$ cat config.mk
export PLATFORM = sky130hd
export DESIGN_NAME = mdu_ctrl
export DESIGN_NICKNAME = d
export VERILOG_FILES = /design/src/rtl/mdu_ctrl_pkg.sv /design/src/rtl/mdu_div_step.sv /design/src/rtl/mdu_ctrl.sv
export SDC_FILE = /design/constraint.sdc
export NUM_CORES = 2
export LEC_CHECK = 0
export ABC_AREA = 0
export CAP_MARGIN = 20
export CORE_MARGIN = 2
export CORE_UTILIZATION = 40
export DETAILED_ROUTE_END_ITERATION = 6
export MAX_ROUTING_LAYER = met4
export SLEW_MARGIN = 20
export SYNTH_ARGS = -nofsm -noshare
export SYNTH_HDL_FRONTEND = slang
export SYNTH_SLANG_ARGS = --single-unit
$ cat constraint.sdc
create_clock -name clk -period 20.7 [get_ports clk]
set_clock_uncertainty 0.1 [all_clocks]
set_input_delay 4.14 -clock clk [delete_from_list [all_inputs] [get_ports clk]]
set_output_delay 4.14 -clock clk [all_outputs]
set_load 0.02 [all_outputs]
$ cat src/rtl/mdu_ctrl_pkg.sv
// Shared types and encodings for the multiply/divide sequencer.
package mdu_ctrl_pkg;

  typedef enum logic [2:0] {
    MDU_IDLE,
    MDU_MUL,
    MDU_DIV,
    MDU_FIX,
    MDU_DONE
  } mdu_state_t;

  localparam logic [6:0] FUNC7_MULDIV  = 7'b0000001;
  localparam int         DivIterations = 32;

  localparam logic [2:0] OP_MUL    = 3'b000;
  localparam logic [2:0] OP_MULH   = 3'b001;
  localparam logic [2:0] OP_MULHSU = 3'b010;
  localparam logic [2:0] OP_MULHU  = 3'b011;
  localparam logic [2:0] OP_DIV    = 3'b100;
  localparam logic [2:0] OP_DIVU   = 3'b101;
  localparam logic [2:0] OP_REM    = 3'b110;
  localparam logic [2:0] OP_REMU   = 3'b111;

  // DIV and REM treat their operands as two's complement.
  function automatic logic is_signed_div(input logic [2:0] func3);
    return (func3 == OP_DIV) || (func3 == OP_REM);
  endfunction

endpackage

$ cat src/rtl/mdu_div_step.sv
// One restoring-division iteration: shift {rem, quo} left, trial-subtract divisor.
module mdu_div_step #(
  parameter int DataWidth = 32
) (
  input  logic [DataWidth:0]   rem_i,
  input  logic [DataWidth-1:0] quo_i,
  input  logic [DataWidth-1:0] divisor_i,
  output logic [DataWidth:0]   rem_o,
  output logic [DataWidth-1:0] quo_o
);

  logic [DataWidth+1:0] shifted;
  logic [DataWidth+1:0] trial;

  // Trial subtraction one bit wider than the remainder so the borrow is visible.
  always_comb begin
    shifted = {rem_i, quo_i[DataWidth-1]};
    trial   = shifted - {2'b00, divisor_i};
    if (trial[DataWidth+1]) begin
      rem_o = shifted[DataWidth:0];
      quo_o = {quo_i[DataWidth-2:0], 1'b0};
    end else begin
      rem_o = trial[DataWidth:0];
      quo_o = {quo_i[DataWidth-2:0], 1'b1};
    end
  end

endmodule

$ cat src/rtl/mdu_ctrl.sv
// RV32M multi-cycle sequencer: registered multiply or 32-step restoring divide.
module mdu_ctrl #(
  parameter int DataWidth     = 32,
  parameter int DivIterations = 32
) (
  input  logic                 clk,
  input  logic                 rst,
  input  logic                 start_i,
  input  logic [2:0]           func3_i,
  input  logic [DataWidth-1:0] rs1_i,
  input  logic [DataWidth-1:0] rs2_i,
  input  logic                 flush_i,
  output logic                 stall_o,
  output logic                 busy_o,
  output logic                 done_o,
  output logic [DataWidth-1:0] result_o
);
  import mdu_ctrl_pkg::*;

  localparam int CntW = $clog2(DivIterations);

  mdu_state_t           state_q, state_d;
  logic [2:0]           func3_q, func3_d;
  logic [DataWidth-1:0] a_q, a_d;        // multiplicand, or dividend/quotient
  logic [DataWidth-1:0] b_q, b_d;        // multiplier, or divisor magnitude
  logic [DataWidth:0]   rem_q, rem_d;
  logic [CntW-1:0]      cnt_q, cnt_d;
  logic                 qneg_q, qneg_d;  // quotient must be negated
  logic                 rneg_q, rneg_d;  // remainder takes negative sign
  logic [DataWidth-1:0] stage_q, stage_d;   // result waiting in DONE
  logic [DataWidth-1:0] result_q, result_d; // last retired result

  logic                   sgn_div;
  logic [DataWidth-1:0]   abs1, abs2;
  logic                   div_zero, div_ovf;
  logic                   mul_sa, mul_sb;
  logic [2*DataWidth-1:0] mul_a, mul_b, prod;
  logic [DataWidth:0]     step_rem;
  logic [DataWidth-1:0]   step_quo;
  logic [DataWidth-1:0]   quo_fix, rem_fix;

  mdu_div_step #(.DataWidth(DataWidth)) u_div_step (
    .rem_i     (rem_q),
    .quo_i     (a_q),
    .divisor_i (b_q),
    .rem_o     (step_rem),
    .quo_o     (step_quo)
  );

  // Operand preparation, multiply datapath and sign fix-up.
  always_comb begin
    sgn_div  = is_signed_div(func3_i);
    abs1     = (sgn_div && rs1_i[DataWidth-1]) ? -rs1_i : rs1_i;
    abs2     = (sgn_div && rs2_i[DataWidth-1]) ? -rs2_i : rs2_i;
    div_zero = (rs2_i == '0);
    div_ovf  = sgn_div && (rs1_i == {1'b1, {(DataWidth-1){1'b0}}}) && (rs2_i == '1);
    mul_sa   = (func3_q != OP_MULHU);
    mul_sb   = (func3_q == OP_MUL) || (func3_q == OP_MULH);
    mul_a    = {{DataWidth{mul_sa & a_q[DataWidth-1]}}, a_q};
    mul_b    = {{DataWidth{mul_sb & b_q[DataWidth-1]}}, b_q};
    prod     = mul_a * mul_b;
    quo_fix  = qneg_q ? -a_q : a_q;
    rem_fix  = rneg_q ? -rem_q[DataWidth-1:0] : rem_q[DataWidth-1:0];
  end

  // Next-state and datapath register updates; flush overrides everything.
  always_comb begin
    state_d  = state_q;
    func3_d  = func3_q;
    a_d      = a_q;
    b_d      = b_q;
    rem_d    = rem_q;
    cnt_d    = cnt_q;
    qneg_d   = qneg_q;
    rneg_d   = rneg_q;
    stage_d  = stage_q;
    result_d = result_q;
    if (flush_i) begin
      state_d = MDU_IDLE;
    end else begin
      case (state_q)
        MDU_IDLE: begin
          if (start_i) begin
            func3_d = func3_i;
            a_d     = rs1_i;
            b_d     = rs2_i;
            if (!func3_i[2]) begin
              state_d = MDU_MUL;
            end else if (div_zero) begin
              stage_d = func3_i[1] ? rs1_i : '1;
              state_d = MDU_DONE;
            end else if (div_ovf) begin
              stage_d = func3_i[1] ? '0 : rs1_i;
              state_d = MDU_DONE;
            end else begin
              a_d     = abs1;
              b_d     = abs2;
              rem_d   = '0;
              cnt_d   = '0;
              qneg_d  = sgn_div && (rs1_i[DataWidth-1] ^ rs2_i[DataWidth-1]);
              rneg_d  = sgn_div && rs1_i[DataWidth-1];
              state_d = MDU_DIV;
            end
          end
        end
        MDU_MUL: begin
          stage_d = (func3_q == OP_MUL) ? prod[DataWidth-1:0]
                                        : prod[2*DataWidth-1:DataWidth];
          state_d = MDU_DONE;
        end
        MDU_DIV: begin
          rem_d = step_rem;
          a_d   = step_quo;
          cnt_d = cnt_q + 1'b1;
          if (cnt_q == CntW'(DivIterations - 1)) begin
            state_d = MDU_FIX;
          end
        end
        MDU_FIX: begin
          stage_d = func3_q[1] ? rem_fix : quo_fix;
          state_d = MDU_DONE;
        end
        MDU_DONE: begin
          result_d = stage_q;
          state_d  = MDU_IDLE;
        end
        default: state_d = MDU_IDLE;
      endcase
    end
  end

  // State and datapath registers, all cleared by the asynchronous reset.
  always_ff @(posedge clk or posedge rst) begin
    if (rst) begin
      state_q  <= MDU_IDLE;
      func3_q  <= '0;
      a_q      <= '0;
      b_q      <= '0;
      rem_q    <= '0;
      cnt_q    <= '0;
      qneg_q   <= 1'b0;
      rneg_q   <= 1'b0;
      stage_q  <= '0;
      result_q <= '0;
    end else begin
      state_q  <= state_d;
      func3_q  <= func3_d;
      a_q      <= a_d;
      b_q      <= b_d;
      rem_q    <= rem_d;
      cnt_q    <= cnt_d;
      qneg_q   <= qneg_d;
      rneg_q   <= rneg_d;
      stage_q  <= stage_d;
      result_q <= result_d;
    end
  end

  // Outputs: the DONE cycle exposes the staged result directly unless flushed.
  always_comb begin
    busy_o   = (state_q != MDU_IDLE) && (state_q != MDU_DONE);
    stall_o  = ((state_q == MDU_IDLE) && start_i && !flush_i) || busy_o;
    done_o   = (state_q == MDU_DONE) && !flush_i;
    result_o = done_o ? stage_q : result_q;
  end

endmodule

### Word-level counts from Yosys, hierarchy flattened

Cells that the tools add are included.

| operators by class | value |
|---|---|
| eq/ne operators | 19 |
| shifts and indexed selects | 0 |
| order comparisons | 0 |
| add/sub/neg operators | 6 |
| div/mod/pow operators | 0 |
| $mul | 1 |
| reduce and logical (&&, ||, !) cells | 27 |
| muxes and demuxes | 41 |
| bitwise gates (word level) | 6 |

Operators by type and width:

| cell | number |
|---|---|
| 32-bit 2-to-1 mux | 20 |
| 33-bit 2-to-1 mux | 5 |
| 32-bit negation | 4 |
| 32-bit case mux with 3 select lines | 1 |
| 33-bit case mux with 2 select lines | 1 |
| 32-bit == test (second input constant) | 2 |
| 33-bit by 33-bit multiplier with 64-bit output | 1 |
| 32-bit case mux with 2 select lines | 1 |
| 34-bit by 32-bit subtractor with 34-bit output | 1 |
| 32-bit logical NOT | 1 |
| 5-bit 2-to-1 mux | 4 |
| 3-bit 2-to-1 mux | 6 |
| 3-bit inequality test (second input constant) | 4 |
| 6-bit AND reduction | 2 |
| 5-bit case mux with 2 select lines | 1 |
| 3-bit == test (second input constant) | 3 |
| 1-bit logical AND | 9 |
| 3-bit case mux with 3 select lines | 1 |
| 2-bit inequality test (second input constant) | 4 |
| 3-bit by 1-bit == test with 1-bit output (second input constant) | 2 |
| 3-bit by 2-bit == test with 1-bit output (second input constant) | 2 |
| 3-bit logical NOT | 2 |
| 3-bit AND reduction | 2 |
| 3-bit nonzero test | 2 |
| other kinds (13) | 19 |

| word-level totals | value |
|---|---|
| word-level logic and storage cells | 110 |
| register bits | 174 |
| ROM bits | 0 |
| memories | 0 |
| RAM bits | 0 |
| bits in latches | 0 |
| output and inout bits | 35 |

### Logic depth before layout (Yosys ltp)

| depth | value |
|---|---|
| depth in word-level cells | 10 |
| depth in mapped cells | 31 |
| gate-level depth less buffers | 29 |

### Hierarchy

Synthesis repeated with hierarchy kept, for this count alone.

| second synthesis, totals | value |
|---|---|
| cells, all modules | 6001 |
| area, all modules | 51653.3 sq um |

Modules (own cells, without submodules):

| module | times used | seq. area each (sq um) | area an instance (sq um) | cells an instance |
|---|---|---|---|---|
| mdu_ctrl | 1 | 4354.2 | 49139.6 | 5631 |
| mdu_div_step | 1 | 0.0 | 2513.7 | 370 |

### Worst setup path before layout

OpenSTA, ideal clock, no wires.

| path | value |
|---|---|
| path type | input -> output |
| from | in flush_i |
| to | out result_o[0] |
| cell stages on the path | 3 |
| slack | 10.879 ns |
| buffers on the path | 1 |
| arrival time | 5.581 ns |
| required time | 16.460 ns |
| path through | nor3b_1 > clkbuf_1 > mux2_2 |

| on the way | value |
|---|---|
| longest elaborated chain between the ends | 3 |

RTL lines:

| item | RTL line | RTL |
|---|---|---|
| start: declaration | mdu_ctrl.sv:12 | `input logic flush_i,` |
| 1-bit logical NOT | mdu_ctrl.sv:163 | `done_o = (state_q == MDU_DONE) && !flush_i;` |
| 1-bit logical AND | mdu_ctrl.sv:163 |  |
| named net done_o | mdu_ctrl.sv:15 | `output logic done_o,` |
| 32-bit 2-to-1 mux | mdu_ctrl.sv:164 | `result_o = done_o ? stage_q : result_q;` |
| end: declaration | mdu_ctrl.sv:16 | `output logic [DataWidth-1:0] result_o` |

The timed path passes the listed nets, and every way through them passes these cells.

### Final worst setup path

| path | value |
|---|---|
| from | in flush_i |
| to | out result_o[14] |

| on the way | value |
|---|---|
| longest elaborated chain between the ends | 3 |

RTL lines:

| item | RTL line |
|---|---|
| 1-bit logical NOT | mdu_ctrl.sv:163 |
| 1-bit logical AND | mdu_ctrl.sv:163 |
| 32-bit 2-to-1 mux | mdu_ctrl.sv:164 |

Every way passes these cells.

==> summary.md <==
| Metric | Value |
|---|---|
| Status | `finished clean` |
| CTS H-tree depth | `4` |
| Synth area leader | `fa_1` |
| Tmin final | `between 10000 and 15000 ps` |
| Critical path peak fanout | `33` |
| Reg2reg start | `a_q[31]$_DFFE_PP0P_` |
| Post-CTS resize count | `0` |
| Slowest Stage Delay on Critical Path | `~560 ps` |
| Pins Over Slew Limit | `0` |
| Antenna viol nets, final | `0` |
| First-iteration detailed-routing DRC count | `3353` |
| CTS tree | `built` |
| Die W | `between 300 and 400 um` |
| Pre-CTS setup slack | `about 10000 ps` |
| Critical path required time | `~16000 ps` |
| Post-synthesis net count | `7363` |
| Fillers | `~13k` |
| Die height | `361 um` |
| Fin nets | `7226` |
| Top post-synthesis cells by area | `fa_1 44%, inv_1 9.2%, dfrtp_1 8.5%, nand2_1 7.5%, ha_1 6.2%` |
| Global route overflow | `0` |
| Share of post-route cells with drive strength above 1 | `3.99%` |
| Final hold viol count | `0` |
| Critical path, cell by cell | `clkdlybuf4s50_1 -> nor3b_2 -> buf_4 -> mux2_2 -> clkdlybuf4s50_1` |
| Total core area | `between 100000 and 150000 um2` |
| Synthesis Warnings | `0` |
| Drt pass-1 iters | `6` |
| DRC violations left | `0` |
| Class of the most critical setup path | `in2out` |
| WHS Endpoint | `b_q[31]$_DFFE_PP0P_` |
| Num CTS Buffers | `17` |
| Sequential Area | `~4400 um2` |
| Final setup vio count | `0` |
| Final wirelength | `between 150 and 200 mm` |
| I/O pins | `roughly 110` |
| Syn Inst Count | `5914` |
| RSZ-0062 raised after global routing | `no` |
| Via-per-instance ratio | `approximately 5.4` |
| Hold Crit Depth | `2` |
| Worst Tran Pin Value | `approximately 1200 ps` |
| Routed via count | `~40k` |
| CP Capture Type | `primary output` |
| Post-synth ARST share | `100%` |
| Clk buf depth | `2` |
| Post-layout util | `between 40 and 50%` |
| RR Endpoint | `stage_q[31]$_DFFE_PP0P_` |
| Clock transition at the registers of the reported paths | `60 ps` |
| Initial core utilization | `roughly 40%` |
| WP data arrival | `between 6000 and 7000 ps` |
| FF-to-FF setup slack | `about 10000 ps` |
| Input/output buffers | `105` |
| Multi-input logic area | `40600 um2` |
| Sequential area share after synthesis | `8.52%` |
| Post-synth top area share | `approximately 44%` |
| Placer Congestion | `0.972` |
| Post-CTS setup buffers | `0` |
| Area growth, synth to finish | `6.03%` |
| Clock sink total | `approximately 170` |
| Setup TNS | `0 ps` |
| Number of global-route vias before repair | `42.8k` |
| Post-synth EDFFs | `0` |
| Post-Syn Area | `51100 um2` |
| Type of origin of the critical path | `input port` |
| Tot GR Track Use | `around 27%` |
| Die ar. | `131000 um2` |
| Crit share post-route | `approximately half` |
| Slowest CP cell | `clkdlybuf4s50_1` |
| MaxCap Viol Count | `0` |
| Final WS setup | `between 10000 and 15000 ps` |
| Clock root buffer | `clkbuf_16` |
| Netlist cell types | `80` |
| Row count | `roughly 130` |
| Top_reg_cell synth | `dfrtp_1` |
| First-pass GRT wire length | `between 200 and 300 mm` |
| Clock network latency to the later pin of the worst-skew pair | `a little under 500 ps` |
| Initial antenna violation count | `10` |
| Most instantiated library cell after synthesis | `inv_1` |
| Largest net degree at the start of global routing | `72` |
| Reg2Reg Depth | `29` |
| Hold wc startpoint | `b_q[31]$_DFFE_PP0P_` |
| Synth Register Bits | `about 170` |
| WL/cell | `roughly 22 um` |
| Hold crit path type | `reg2reg` |
| Top cells by count, synth | `1257 x inv_1, 1126 x fa_1, 1015 x nand2_1, 323 x clkbuf_1, 260 x o21ai_0` |
| Max-slew headroom | `between 20% and 30%` |
| Hold WS | `between 300 and 400 ps` |
| Mean Syn Cell Area | `between 8 and 9 um2` |
| DP Wirelength | `approximately 130 mm` |
| CP most frequent cell | `clkdlybuf4s50_1` |
| Cts hold-fix bufs | `0` |
| Fmax | `between 0.09 and 0.1 GHz` |
metrics by stage:
stage	instances	instance area [um2]
detailed placement	7420	53600
finish	7459	54200
global placement	7420	53600
global route	7455	54200
CTS	7451	54200
floorplan	5914	51100
layer usage:
layer  routed length, um  vias to the layer above  global-route usage [%]
met5                   0                        -                       -
met4                6680                        0                    9.08
met3               11200                      302                    3.37
met2               79600                     1479                    44.0
met1               69500                    20900                    35.4
li1                    -                    17500                       -
worst max-delay path, delay by kind of cell:
family,cells,cell delay (ps)
simple gates,1,220
buf+inv,3,1480
mux,1,410
layout make-up:
class                           count  share of cell area, %
Multi-Input combinational cell   4115                   74.9
Inverter                         1259                   8.74
Sequential cell                   174                   8.04
Tap cell                         1662                   3.84
Timing Repair Buffer              210                   3.39
Clock buffer                       21                  0.831
Clock inverter                     10                  0.194
Antenna cell                        8                 0.0369
cells in the final DEF, fill, tap and decap left out, types with 14 or more instances in the layout:
cell type        count
a211oi_1            18
a21o_1              34
a21oi_1            139
a31oi_1             25
and2_1             234
buf_4              105
clkbuf_16           17
clkdlybuf4s50_1    105
dfrtp_1            171
fa_1              1126
ha_1               252
inv_1             1256
mux2_2              37
mux2i_1             30
nand2_1           1015
nand2b_1            24
nand3_1             28
nand4_1             31
nor2_1             257
nor2b_1             14
nor3_1              39
o211ai_1            18
o21a_1              19
o21ai_0            260
o21ai_1             15
o21bai_1            15
o31ai_1             35
o41ai_1             16
or2_2               22
or3_1               24
or4_1               17
xnor2_1            122
xor2_1              92
flip-flops by register name, summed over array words and instances (netlist names):
| signal | count |
|---|---|
| rneg_q | 1 |
| qneg_q | 1 |
| rem_q | 33 |
| state_q | 3 |
| a_q | 32 |
| b_q | 32 |
| result_q | 32 |
| cnt_q | 5 |
| func3_q | 3 |
| stage_q | 32 |
worst max path at each step:
stage / startpoint / to / slack, ps
2_1_floorplan: flush_i / result_o[0] / 10880
3_3_place_gp: flush_i / result_o[25] / 10230
3_5_place_dp: flush_i / result_o[8] / 10220
6_report: flush_i / result_o[14] / 10200
4_1_cts: flush_i / result_o[8] / 10210
5_1_grt: a_q[31]$_DFFE_PP0P_ / stage_q[23]$_DFFE_PP0P_ / 9890
cell families (layout without fill, tap and decap cells):
| group | Yosys count | count (layout) | synth area share (%) |
|---|---|---|---|
| and+or+nand+nor | 1757 | 1757 | 15.3 |
| buffers and inverters | 1625 | 1500 | 12.1 |
| adders and majority gates | 1378 | 1378 | 50.3 |
| AOI/OAI and AO/OA | 699 | 699 | 8.76 |
| xor gates and xnor gates | 214 | 214 | 3.67 |
| DFF | 174 | 174 | 8.52 |
| muxes | 67 | 67 | 1.40 |
| other | 0 | 8 | 0 |
Power is left out: the tool's default activity adds up to more than one toggle a clock period on the data nets, which glitch-free logic cannot reach.
